==> src/rtl/lut_sweep_pkg.sv <==
// Shared types and helpers for the truth-table sweep evaluator.
package lut_sweep_pkg;

   typedef enum logic [1:0] {S_IDLE, S_RUN, S_DONE} state_e;

   localparam int unsigned N_IN_MAX = 8;
   localparam int unsigned TT_W_MAX = 2**N_IN_MAX;

   function automatic logic tt_bit(input logic [TT_W_MAX-1:0] tt,
                                   input logic [N_IN_MAX-1:0] idx);
      return tt[idx];
   endfunction

endpackage

==> src/rtl/lut_sweep_eval_if.sv <==
// Row stream port of the sweep evaluator: (out_vec, out_s) under valid/ready.
interface lut_sweep_eval_if #(
   parameter int unsigned N_IN = 4
) ();
   logic            out_valid;
   logic            out_ready;
   logic [N_IN-1:0] out_vec;
   logic            out_s;

   modport master (output out_valid, output out_vec, output out_s, input out_ready);
   modport slave  (input out_valid, input out_vec, input out_s, output out_ready);
endinterface

==> src/rtl/lut_sweep_row_cnt.sv <==
// Row counter for the sweep; one bit wider than the row index so it never wraps.
module lut_sweep_row_cnt #(
   parameter int unsigned N_IN = 4
) (
   input  logic            clk,
   input  logic            rst,
   input  logic            clr,
   input  logic            adv,
   output logic [N_IN-1:0] vec,
   output logic            last
);
   localparam logic [N_IN:0] LastRow = (N_IN+1)'((1 << N_IN) - 1);

   logic [N_IN:0] row_q;

   always_ff @(posedge clk) begin
      if (rst) begin
         row_q <= '0;
      end else if (clr) begin
         row_q <= '0;
      end else if (adv) begin
         row_q <= row_q + (N_IN+1)'(1);
      end
   end

   assign vec  = row_q[N_IN-1:0];
   assign last = (row_q == LastRow);
endmodule

==> src/rtl/lut_sweep_eval.sv <==
// Sequential truth-table evaluator: sweeps every input vector and streams (vec, value) rows.
// Define LUT_SWEEP_SKIP_ZERO_EN to stream only minterms (zero rows are stepped over silently).
module lut_sweep_eval
   import lut_sweep_pkg::*;
#(
   parameter int unsigned N_IN = 4
) (
   input  logic                clk,
   input  logic                rst,
   input  logic                tt_load,
   input  logic [2**N_IN-1:0]  tt_data,
   input  logic                start,
   output logic                busy,
   output logic                done,
   output logic [N_IN:0]       ones_cnt,
   lut_sweep_eval_if.master    out_if
);
   localparam int unsigned TT_W = 2**N_IN;
`ifdef LUT_SWEEP_SKIP_ZERO_EN
   localparam bit SkipZero = 1'b1;
`else
   localparam bit SkipZero = 1'b0;
`endif

   state_e            state_q, state_d;
   logic [TT_W-1:0]   tt_q, tt_d;
   logic              valid_q, valid_d;
   logic              s_q, s_d;
   logic              done_q, done_d;
   logic [N_IN:0]     ones_q, ones_d;

   logic              cnt_clr, cnt_adv, last;
   logic [N_IN-1:0]   vec, nxt_idx;
   logic              starting, accept, advance, nxt_bit;
   logic [TT_W_MAX-1:0] tt_ext;
   logic [N_IN_MAX-1:0] idx_ext;

   lut_sweep_row_cnt #(.N_IN(N_IN)) u_row_cnt (
      .clk  (clk),
      .rst  (rst),
      .clr  (cnt_clr),
      .adv  (cnt_adv),
      .vec  (vec),
      .last (last)
   );

   always_comb begin
      state_d  = state_q;
      tt_d     = tt_q;
      valid_d  = valid_q;
      s_d      = s_q;
      done_d   = 1'b0;
      ones_d   = ones_q;
      cnt_clr  = 1'b0;
      cnt_adv  = 1'b0;
      starting = (state_q != S_RUN) && start;
      accept   = valid_q && out_if.out_ready;
      // In skip mode an unpresented row is stepped over without waiting for the consumer.
      advance  = accept || (SkipZero && !valid_q);

      // A load coinciding with start must be visible to the first row.
      if (state_q != S_RUN && tt_load) tt_d = tt_data;

      nxt_idx = starting ? '0 : vec + N_IN'(1);
      tt_ext  = '0;
      tt_ext[TT_W-1:0] = tt_d;
      idx_ext = '0;
      idx_ext[N_IN-1:0] = nxt_idx;
      nxt_bit = tt_bit(tt_ext, idx_ext);

      unique case (state_q)
         S_IDLE, S_DONE: begin
            state_d = S_IDLE;
            if (starting) begin
               state_d = S_RUN;
               cnt_clr = 1'b1;
               valid_d = SkipZero ? nxt_bit : 1'b1;
               s_d     = nxt_bit;
               ones_d  = '0;
            end
         end
         S_RUN: begin
            if (accept) ones_d = ones_q + {{N_IN{1'b0}}, s_q};
            if (advance) begin
               cnt_adv = 1'b1;
               if (last) begin
                  state_d = S_DONE;
                  valid_d = 1'b0;
                  s_d     = 1'b0;
                  done_d  = 1'b1;
               end else begin
                  valid_d = SkipZero ? nxt_bit : 1'b1;
                  s_d     = nxt_bit;
               end
            end
         end
         default: state_d = S_IDLE;
      endcase
   end

   always_ff @(posedge clk) begin
      if (rst) begin
         state_q <= S_IDLE;
         tt_q    <= '0;
         valid_q <= 1'b0;
         s_q     <= 1'b0;
         done_q  <= 1'b0;
         ones_q  <= '0;
      end else begin
         state_q <= state_d;
         tt_q    <= tt_d;
         valid_q <= valid_d;
         s_q     <= s_d;
         done_q  <= done_d;
         ones_q  <= ones_d;
      end
   end

   assign busy             = (state_q == S_RUN);
   assign done             = done_q;
   assign ones_cnt         = ones_q;
   assign out_if.out_valid = valid_q;
   assign out_if.out_vec   = vec;
   assign out_if.out_s     = s_q;
endmodule

==> src/flat_wrapper.sv <==
// flat-port wrapper written by rule: the top's interface ports become plain ports
module lut_sweep_eval_flat import lut_sweep_pkg::*;
#(
   parameter int unsigned N_IN = 4
)
  (clk, rst, tt_load, tt_data, start, busy, done, ones_cnt, out_if_out_valid, out_if_out_vec, out_if_out_s, out_if_out_ready);
  lut_sweep_eval_if #(.N_IN(N_IN)) out_if_i ();
  input  logic clk;
  input  logic rst;
  input  logic tt_load;
  input  logic [2**N_IN-1:0] tt_data;
  input  logic start;
  output logic busy;
  output logic done;
  output logic [N_IN:0] ones_cnt;
  output wire logic [$bits(out_if_i.out_valid)-1:0] out_if_out_valid;
  output wire logic [$bits(out_if_i.out_vec)-1:0] out_if_out_vec;
  output wire logic [$bits(out_if_i.out_s)-1:0] out_if_out_s;
  input wire logic [$bits(out_if_i.out_ready)-1:0] out_if_out_ready;
  assign out_if_out_valid = out_if_i.out_valid;
  assign out_if_out_vec = out_if_i.out_vec;
  assign out_if_out_s = out_if_i.out_s;
  assign out_if_i.out_ready = out_if_out_ready;
  lut_sweep_eval #(.N_IN(N_IN)) u_core (.clk(clk), .rst(rst), .tt_load(tt_load), .tt_data(tt_data), .start(start), .busy(busy), .done(done), .ones_cnt(ones_cnt), .out_if(out_if_i));
endmodule
==> config.mk <==
export PLATFORM = sky130hd
export DESIGN_NAME = lut_sweep_eval_flat
export DESIGN_NICKNAME = d
export VERILOG_FILES = /design/src/rtl/lut_sweep_pkg.sv /design/src/rtl/lut_sweep_eval_if.sv /design/src/rtl/lut_sweep_row_cnt.sv /design/src/rtl/lut_sweep_eval.sv /design/src/flat_wrapper.sv
export SDC_FILE = /design/constraint.sdc
export NUM_CORES = 1
export LEC_CHECK = 0
export CORE_MARGIN = 4
export CORE_UTILIZATION = 56
export CTS_BUF_LIST = sky130_fd_sc_hd__clkbuf_8
export DETAILED_ROUTE_END_ITERATION = 8
export PLACE_DENSITY_LB_ADDON = 0.12
export SYNTH_ARGS = -nofsm -noshare
export SYNTH_HDL_FRONTEND = slang
export SYNTH_SLANG_ARGS = --single-unit
==> constraint.sdc <==
create_clock -name clk -period 3.2 [get_ports clk]
set_clock_uncertainty 0.1 [all_clocks]
set_input_delay 0.64 -clock clk [delete_from_list [all_inputs] [get_ports clk]]
set_output_delay 0.64 -clock clk [all_outputs]
set_load 0.005 [all_outputs]
* Yosys cells after proc, flatten, opt, wreduce, memory -nomap -nowiden *
Index checks and enable logic that the tools add are counted.

operators by class
  add/subtract/negate cells = 3
  order comparisons = 1
  bitwise operators = 2
  reduce and logical (&&, ||, !) cells = 10
  muxes and demuxes = 24
  eq/ne operators = 7

operators with widths
  kind                                                 count
  two-way mux 16 bit                                   1
  two-way mux 1 bit                                    13
  two-way mux 5 bit                                    2
  case mux 5 bit (2 select lines)                      1
  < comparator 4 x 9 -> 1 bit, second input constant   1
  != test 2 x 1 -> 1 bit, second input constant        4
  adder 5 x 1 -> 5 bit                                 1
  adder 5 x 1 -> 5 bit, second input constant          1
  equality test 5 x 4 -> 1 bit, second input constant  1
  adder 4 x 1 -> 4 bit, second input constant          1
  binary-select mux 1 bit (select 4 bit)               1
  two-way mux 2 bit                                    2
  two-way mux 4 bit                                    1
  case mux 1 bit (2 select lines)                      2
  case mux 2 bit (2 select lines)                      1
  OR reduction 2 bit                                   2
  logical AND 1 bit                                    3
  AND reduction 3 bit                                  1
  OR reduction 3 bit                                   1
  equality test 2 x 1 -> 1 bit, second input constant  1
  equality test 2 bit, second input constant           1
  zero test 2 bit                                      1
  NOT 1 bit                                            2
  AND reduction 2 bit                                  1
  nonzero test 2 bit                                   1

word-level totals
  bits of input ports = 21
  bits in registers = 31
  word-level logic and storage cells = 54

* Depth between registers and ports, before layout *
Gate-level depths: netlist of run 1.

  word-level depth = 8
  mapped depth = 10

* Modules after synthesis *
A second synthesis of run 1 with hierarchy kept.

unflattened totals
  cell total of the unflattened synthesis = 207
  area total of the unflattened synthesis = 1697.9 sq um

modules (own cells, without submodules)
  module             area an instance (sq um)  times used  cells each
  lut_sweep_eval     1410.1                    1           179
  lut_sweep_row_cnt  287.8                     1           28

* Least setup slack after synthesis of run 1 *
Ideal clock, no wire load.

  path type = input-to-reg
  from = input tt_load
  to = register u_core.s_q (netlist: u_core.out_if.out_s)
  setup slack = 1.011 ns
  required time = 3.021 ns
  arrival time = 2.010 ns
  library setup time = 0.079 ns
  stages = 8
  cell sequence = clkbuf_1 -> nand2_4 -> buf_8 -> mux2i_1 -> mux4_2 -> mux2i_1 -> nor3_1 -> a211oi_2

on the way
  word-level cells in the longest chain between the ends = 7

RTL lines
  what                                       line                   text
  start: declaration                         flat_wrapper.sv:10     input logic tt_load;
  logical AND 1 bit *                        lut_sweep_eval.sv:62   if (state_q != S_RUN && tt_load) tt_d = tt_data;
  two-way mux 16 bit *                       lut_sweep_eval.sv:62
  binary-select mux 1 bit (select 4 bit) *   lut_sweep_pkg.sv:11    return tt[idx];
  two-way mux 1 bit (implied by the code) *  lut_sweep_pkg.sv:11
  two-way mux 1 bit                          lut_sweep_eval.sv:86   if (last) begin
  two-way mux 1 bit                          lut_sweep_eval.sv:84   if (advance) begin
  case mux 1 bit (2 select lines) *          lut_sweep_eval.sv:71   unique case (state_q)
  end signal: assignment                     lut_sweep_eval.sv:106  s_q <= 1'b0;
  end signal: assignment                     lut_sweep_eval.sv:113  s_q <= s_d;
  end: declaration                           lut_sweep_eval.sv:28   logic s_q, s_d;

Every way passes the cells marked *; elsewhere a longest branch is shown, timed or not. The select of a mux whose other input is x is not followed.
A chain may end at the register's enable or synchronous reset.

* Worst setup path in the final report of run 1 *
  from = register u_core.state_q[1]
  to = output busy

on the way
  word-level cells in the longest chain between the ends = 1

RTL lines
  what                          line                   text
  start: declaration            lut_sweep_eval.sv:25   state_e state_q, state_d;
  start signal: assignment      lut_sweep_eval.sv:110  state_q <= state_d;
  equality test 2 x 1 -> 1 bit  lut_sweep_eval.sv:119  assign busy = (state_q == S_RUN);
  end: declaration              flat_wrapper.sv:13     output logic busy;

Every way passes these cells.

==> results of run 1 <==
[worst max-delay path by stage]
stage	endpoint	start	cells past startpoint	slack, ns
2_1_floorplan	u_core.out_if.out_s$_SDFFE_PP0P_	tt_load	8	1.01
3_3_place_gp	u_core.out_if.out_s$_SDFFE_PP0P_	tt_load	7	0.53
3_5_place_dp	u_core.out_if.out_s$_SDFFE_PP0P_	tt_load	7	0.46
4_1_cts	busy	u_core.state_q[1]$_SDFFE_PP0P_	3	0.73
5_1_grt	u_core.out_if.out_s$_SDFFE_PP0P_	tt_load	7	0.59
6_report	busy	u_core.state_q[1]$_SDFFE_PP0P_	3	0.72
[per-layer routing]
layer / global-route usage / share of wire / routed length (µm) / vias up
met4: 0.0728 / 0.016 / 52 / 0
met3: 0.0518 / 0.049 / 162 / 7
met2: 0.360 / 0.51 / 1670 / 40
li1: - / - / - / 661
met1: 0.242 / 0.43 / 1400 / 616
met5: 0 / 0 / 0 / -
[layout by cell type (no fill, tap or decap)]
cell type	instances
o22ai_1	2
mux2i_1	14
o32ai_1	1
nor2b_1	1
a21oi_1	14
a2111oi_0	1
nand2b_1	3
xnor2_1	1
inv_1	5
a211oi_2	1
dfxtp_1	31
clkbuf_8	6
a31oi_1	1
mux4_2	2
o21ai_0	5
ha_1	4
and2_1	1
buf_4	2
o221a_2	1
o221ai_1	1
nand3_1	6
nor3_1	3
and3_1	2
a211oi_1	1
nand2_4	1
o21bai_1	2
clkdlybuf4s50_1	33
o22a_1	1
nor3b_1	1
nor2_1	24
nand2_1	19
a311oi_1	1
xor2_1	6
or3_1	2
o21ai_1	1
nand4_1	2
clkinv_2	1
[report_power, final]
group / internal, mW / switching (mW) / leakage, nW / total, mW
logic: 0.0661 / 0.0635 / 0.464 / 0.130
registers: 0.403 / 0.00855 / 0.253 / 0.411
clock network: 0.168 / 0.136 / 0.0470 / 0.305
total: 0.637 / 0.208 / 0.764 / 0.846
[area by class of cell]
cell class	instances	area [µm²]
inverters	5	18.8
clock inverters	1	5.00
clock buffers	6	82.6
multi-input cells	125	800
repair buffers	35	345
well taps	30	37.5
fillers	195	636
flip-flops and latches	31	621
[worst min-delay path: cells and delay by family (launching register included)]
kind	cells	cell delay [ns]
flops	1	0.31
simple gates	1	0.05
compound gates	1	0.05
[registers in the layout (all words and copies together) (netlist names)]
signal / cells
u_core.ones_cnt: 5
u_core.u_row_cnt.row_q: 5
u_core.done: 1
u_core.state_q: 2
u_core.out_if.out_s: 1
u_core.out_if.out_valid: 1
u_core.tt_q: 16
[through the flow]
stage          hold WS, ns  setup slack (ns)
2_1_floorplan        0.332              1.01
3_3_place_gp         0.345             0.529
3_5_place_dp         0.346             0.462
4_1_cts              0.355             0.732
5_1_grt              0.386             0.595
6_report             0.359             0.719
[cells by family (layout without fill, tap and decap cells)]
kind of cell,count (synthesis),count (layout),share of synthesized area
AOI/OAI and AO/OA,33,33,0.137
xor gates and xnor gates,7,7,0.0401
adders and majority gates,4,4,0.0327
buffers and inverters,19,47,0.0712
DFF,31,31,0.406
muxes,16,16,0.121
and+or+nand+nor,65,65,0.192
==> impl_metrics.yaml, run 1 <==
yosys:
  synth_common_cells: "dfxtp_1 (31), nor2_1 (24), nand2_1 (19)"
  synth_edf_count: 0
  yosysUniqueCellTypes: 38
  yosysMostFrequentCell: "dfxtp_1"
  mappedNetlistArea_um2: 1530
  synthArstFlopShare: 0
  syn_avg_cell_area_um2: 8.74
  synth-seq-area-share: 0.406
  synth_flop_cell: "dfxtp_1"
  synth_nets: 200
  synth_largest_area_cell: "dfxtp_1"
  synth_seq_cells: 31
  ys_top_cells_by_area: "dfxtp_1 (41%), mux2i_1 (9.2%), nor2_1 (5.9%)"
  yosysWarnings: 0
  synth_top_area_frac: 0.406
  synth_cells: 175
sta:
  finalHoldViolCount: 0
  worst_pin_slew_ns: 0.466
  fin_tns_setup_ns: 0
  finalSetupViolations: 0
  final_max_slew_viol_count: 0
  period_needed_ns: 2.48
  rsz0062_at_grt: "no"
  fmax_mhz: 403
  period_share: 0.775
  relSlewSlack: 0.681
routing:
  drtIter0Drc: 64
  drc: 0
  wl_per_cell_um: 14.1
  ant_nets: 0
  vias: 1324
  routed_wl_um: 3290
  drt-pass1-iter-count: 4
  via_per_inst: 5.68
grt:
  grt_usage: 0.206
  grt_max_degree: 21
  grt_antenna_before_repair: 0
  grt_overflow: 0
  grt_pass1_vias: 1254
  grt_pass1_wl_um: 5570
die:
  initial_core_util: 0.601
  io_pins: 34
  die_h_um: 60.3
  chipWidth_um: 60.3
  rows: 18
  core_area_um2: 2540
  die-area_um2: 3630
clock_network:
  insertion_delay_ns: 0.27
  post_cts_buffers: 0
  cts_buffers: 5
  path_clk_slew_ns: 0.06
  ctsResizeCount: 0
  cts_root_buf: "clkbuf_8"
  cts_sinks: 31
  cts_hold_buf: 0
  tritoncts: "yes"
  cts.path.max_buffers: 2
  cts_max_level: 2
status:
  outcome: "finished clean"
power_and_ir_drop:
  fin_total_pwr_mw: 0.846
  power_density_nw_per_um2: 443
  power_leakage_nw: 0.764
  peakVddDrop_mv: 0.475
setup_path:
  critical_path.top_delay_family: "buffers and inverters"
  required_ns: 2.46
  endpoint_kind: "primary output"
  path_class: "reg -> out"
  r2r_cells: 9
  r2r_start: "u_core.u_row_cnt.row_q[0]$_SDFFE_PP0P_"
  cpPeakStageDelay_ns: 0.57
  arrival_ns: 1.74
  setup.worst_path.start_class: "register"
  r2r-end: "u_core.out_if.out_s$_SDFFE_PP0P_"
  cp_max_fo: 10
  critical_path_buf_inv_count: 2
  crit_chain: "nand2b_1 -> inv_1 -> clkdlybuf4s50_1"
  r2r_slack_ns: 0.86
  cpMaxStageDelayCell: "clkdlybuf4s50_1"
cells_and_area:
  num_antenna_cells: 0
  layout-drive-gt1-share: 0.0690
  fin_nets: 228
  design_area_um2: 1910
  final_cells: 233
  final_util: 0.750
  area_growth_pct: 24.9
placement:
  globalplace.congestion: 0.791
  portBuffers: 33
  placed_area_um2: 1820
  dpl.cell_count: 226
  dp_hpwl_um: 2520
run:
  maxCapViolCount: 0
min_path:
  hold_depth: 2
  min_path_type: "reg -> reg"
  hp-start: "u_core.tt_q[6]$_SDFF_PP0_"
  whs_endpoint: "u_core.tt_q[6]$_SDFF_PP0_"
Note: power is estimated with default switching activity, not from simulation.
==> run 2: changes to the inputs <==
CORE_UTILIZATION = 47   (was 56)
clock period = 2.2 ns   (was 3.2 ns; I/O delays follow)
==> run 2 against run 1 <==
Power up 53%. Core utilization down 8.5 points. Count of clock-buffer cells in the layout up 1. Critical endpoint is now u_core.out_if.out_s$_SDFFE_PP0P_. Largest power group unchanged.
==> impl_metrics.yaml, run 2 (synthesis results as in run 1) <==
status:
  outcome: "finished clean"
die:
  core_area_um2: 3080
  io_pins: 34
  die-area_um2: 4230
  rows: 20
  initial_core_util: 0.497
  die_h_um: 65.0
  chipWidth_um: 65.0
clock_network:
  cts_sinks: 31
  path_clk_slew_ns: 0.06
  cts_buffers: 5
  cts_root_buf: "clkbuf_8"
  insertion_delay_ns: 0.28
  tritoncts: "yes"
  cts_max_level: 2
  cts.path.max_buffers: 2
placement:
  dp_hpwl_um: 2740
  portBuffers: 33
  place_ws_ns: -0.174
  globalplace.congestion: 0.923
  placed_area_um2: 1920
sta:
  fmax_mhz: 480
  period_share: 0.947
  layout_setup_ws_ns: 0.116
  finalHoldViolCount: 0
  relSlewSlack: 0.750
  rsz0062_at_grt: "no"
  finalSetupViolations: 0
  final_max_slew_viol_count: 0
  period_needed_ns: 2.08
  worst_pin_slew_ns: 0.366
setup_path:
  cpMaxStageDelayCell: "clkdlybuf4s50_1"
  r2r_slack_ns: 0.12
  path_class: "in -> reg"
  startpoint: "tt_load"
  required_ns: 2.29
  setup.worst_path.start_class: "input pin"
  cp_max_fo: 11
  crit_chain: "clkdlybuf4s50_1 -> nand2_4 -> mux2i_1 -> mux4_2 -> mux2i_1 -> nor3_1 -> a211oi_2"
  r2r_start: "u_core.u_row_cnt.row_q[1]$_SDFFE_PP0P_"
  critical_path.top_delay_family: "multiplexers"
  crit_cells: 7
  endpoint_kind: "register"
  r2r-end: "u_core.out_if.out_s$_SDFFE_PP0P_"
  critical_path_buf_inv_count: 1
  cpPeakStageDelay_ns: 0.52
  arrival_ns: 2.18
  crit_end: "u_core.out_if.out_s$_SDFFE_PP0P_"
  r2r_cells: 9
  cp_common_cell: "mux2i_1"
routing:
  drtIter0Drc: 50
  drt-pass1-iter-count: 4
  wl_met2_um: 1750
  vias: 1391
  top_layer: "met4"
  wl_per_cell_um: 13.4
  wl_met1_um: 1480
  routed_wl_um: 3520
  wl_met3_um: 206
  drc: 0
  ant_nets: 0
  via_per_inst: 5.31
cells_and_area:
  top_register: "u_core.tt_q"
  multi_input_area_um2: 802
  fillers: 286
  layout_commonest_cell: "clkdlybuf4s50_1"
  design_area_um2: 2050
  largest_reg_flops: 16
  fin_nets: 242
  layout-drive-gt1-share: 0.142
  num_antenna_cells: 0
  area_growth_pct: 33.9
  layout_common_cells: "clkdlybuf4s50_1 (33), dfxtp_1 (31), nor2_1 (24)"
  seq_area_um2: 621
grt:
  grt_antenna_before_repair: 0
  grt_pass1_vias: 1344
  grt_overflow: 0
  grt_pass1_wl_um: 5830
  grt_max_degree: 12
  grt_usage: 0.179
power_and_ir_drop:
  peakVddDrop_mv: 0.415
  power_density_nw_per_um2: 632
  power_leakage_nw: 0.840
  fin_total_pwr_mw: 1.29
min_path:
  min_path_type: "reg -> reg"
run:
  maxCapViolCount: 0
==> run 2: changes by cell type in the layout (fill, tap and decap cells not counted), sizes merged <==
cell,previous run,this run
inv,5,6
clkbuf,6,7
clkinv,1,0
buf,2,16
==> run 2: per-stage QoR <==
stage,instances,hold slack [ns],TNS (ns),utilization
floorplan,175,0.332,0,-
global placement,251,0.350,-0.0702,0.624
detailed placement,251,0.350,-0.174,0.624
CTS,259,0.358,0,0.657
global route,262,0.385,0,0.665
finish,262,0.356,0,0.665
==> run 2: timing repair <==
| item | 4_1_cts | 5_1_grt |
|---|---|---|
| gates resized for setup | 1 | 3 |
| cloned | 0 | 0 |
| buffers inserted | 0 | 3 |
| hold buffers | 0 | 0 |
| setup endpoints to repair | 1 | 2 |
==> run 2: power breakdown <==
group / leakage (nW) / switching (mW) / internal, mW
registers: 0.253 / 0.0130 / 0.586
clock network: 0.0557 / 0.201 / 0.280
logic: 0.531 / 0.0985 / 0.115
==> run 2: layout make-up <==
type	count	area share
Inverter	5	0.00917
Timing Repair Buffer	49	0.220
Sequential cell	31	0.303
Multi-Input combinational cell	125	0.392
Tap cell	44	0.0269
Clock buffer	7	0.0471
Clock inverter	1	0.00183
==> run 2: worst min-delay path by stage <==
stage | from | endpoint | slack (ns) | depth (start not counted)
finish | u_core.tt_q[6]$_SDFF_PP0_ | u_core.tt_q[6]$_SDFF_PP0_ | 0.36 | 2
global route | u_core.tt_q[1]$_SDFF_PP0_ | u_core.tt_q[1]$_SDFF_PP0_ | 0.38 | 2
CTS | u_core.tt_q[6]$_SDFF_PP0_ | u_core.tt_q[6]$_SDFF_PP0_ | 0.36 | 2
detailed placement | u_core.tt_q[6]$_SDFF_PP0_ | u_core.tt_q[6]$_SDFF_PP0_ | 0.35 | 2
global placement | u_core.tt_q[7]$_SDFF_PP0_ | u_core.tt_q[7]$_SDFF_PP0_ | 0.35 | 2
floorplan | u_core.tt_q[2]$_SDFF_PP0_ | u_core.tt_q[2]$_SDFF_PP0_ | 0.33 | 2
==> run 2: worst reg2reg max path: cells and delay by family (launching register included) <==
family / cells / cell delay [ns]
AOI/OAI and AO/OA: 5 / 0.82
adders and majority gates: 2 / 0.45
buffers and inverters: 1 / 0.09
DFF: 1 / 0.34
and+or+nand+nor: 1 / 0.19
==> run 2: routing by layer <==
layer  vias to the layer above  global-route usage
met5                         -                   0
met4                         0              0.0959
met3                        13              0.0485
met2                        44               0.315
met1                       653               0.195
li1                        681                   -
==> run 3: changes to the inputs <==
CAP_MARGIN = 15   (was not set)
CTS_CLUSTER_SIZE = 20   (was not set)
==> results of run 3 <==
The final DEF is identical to that of run 2; final timing and power are the same.
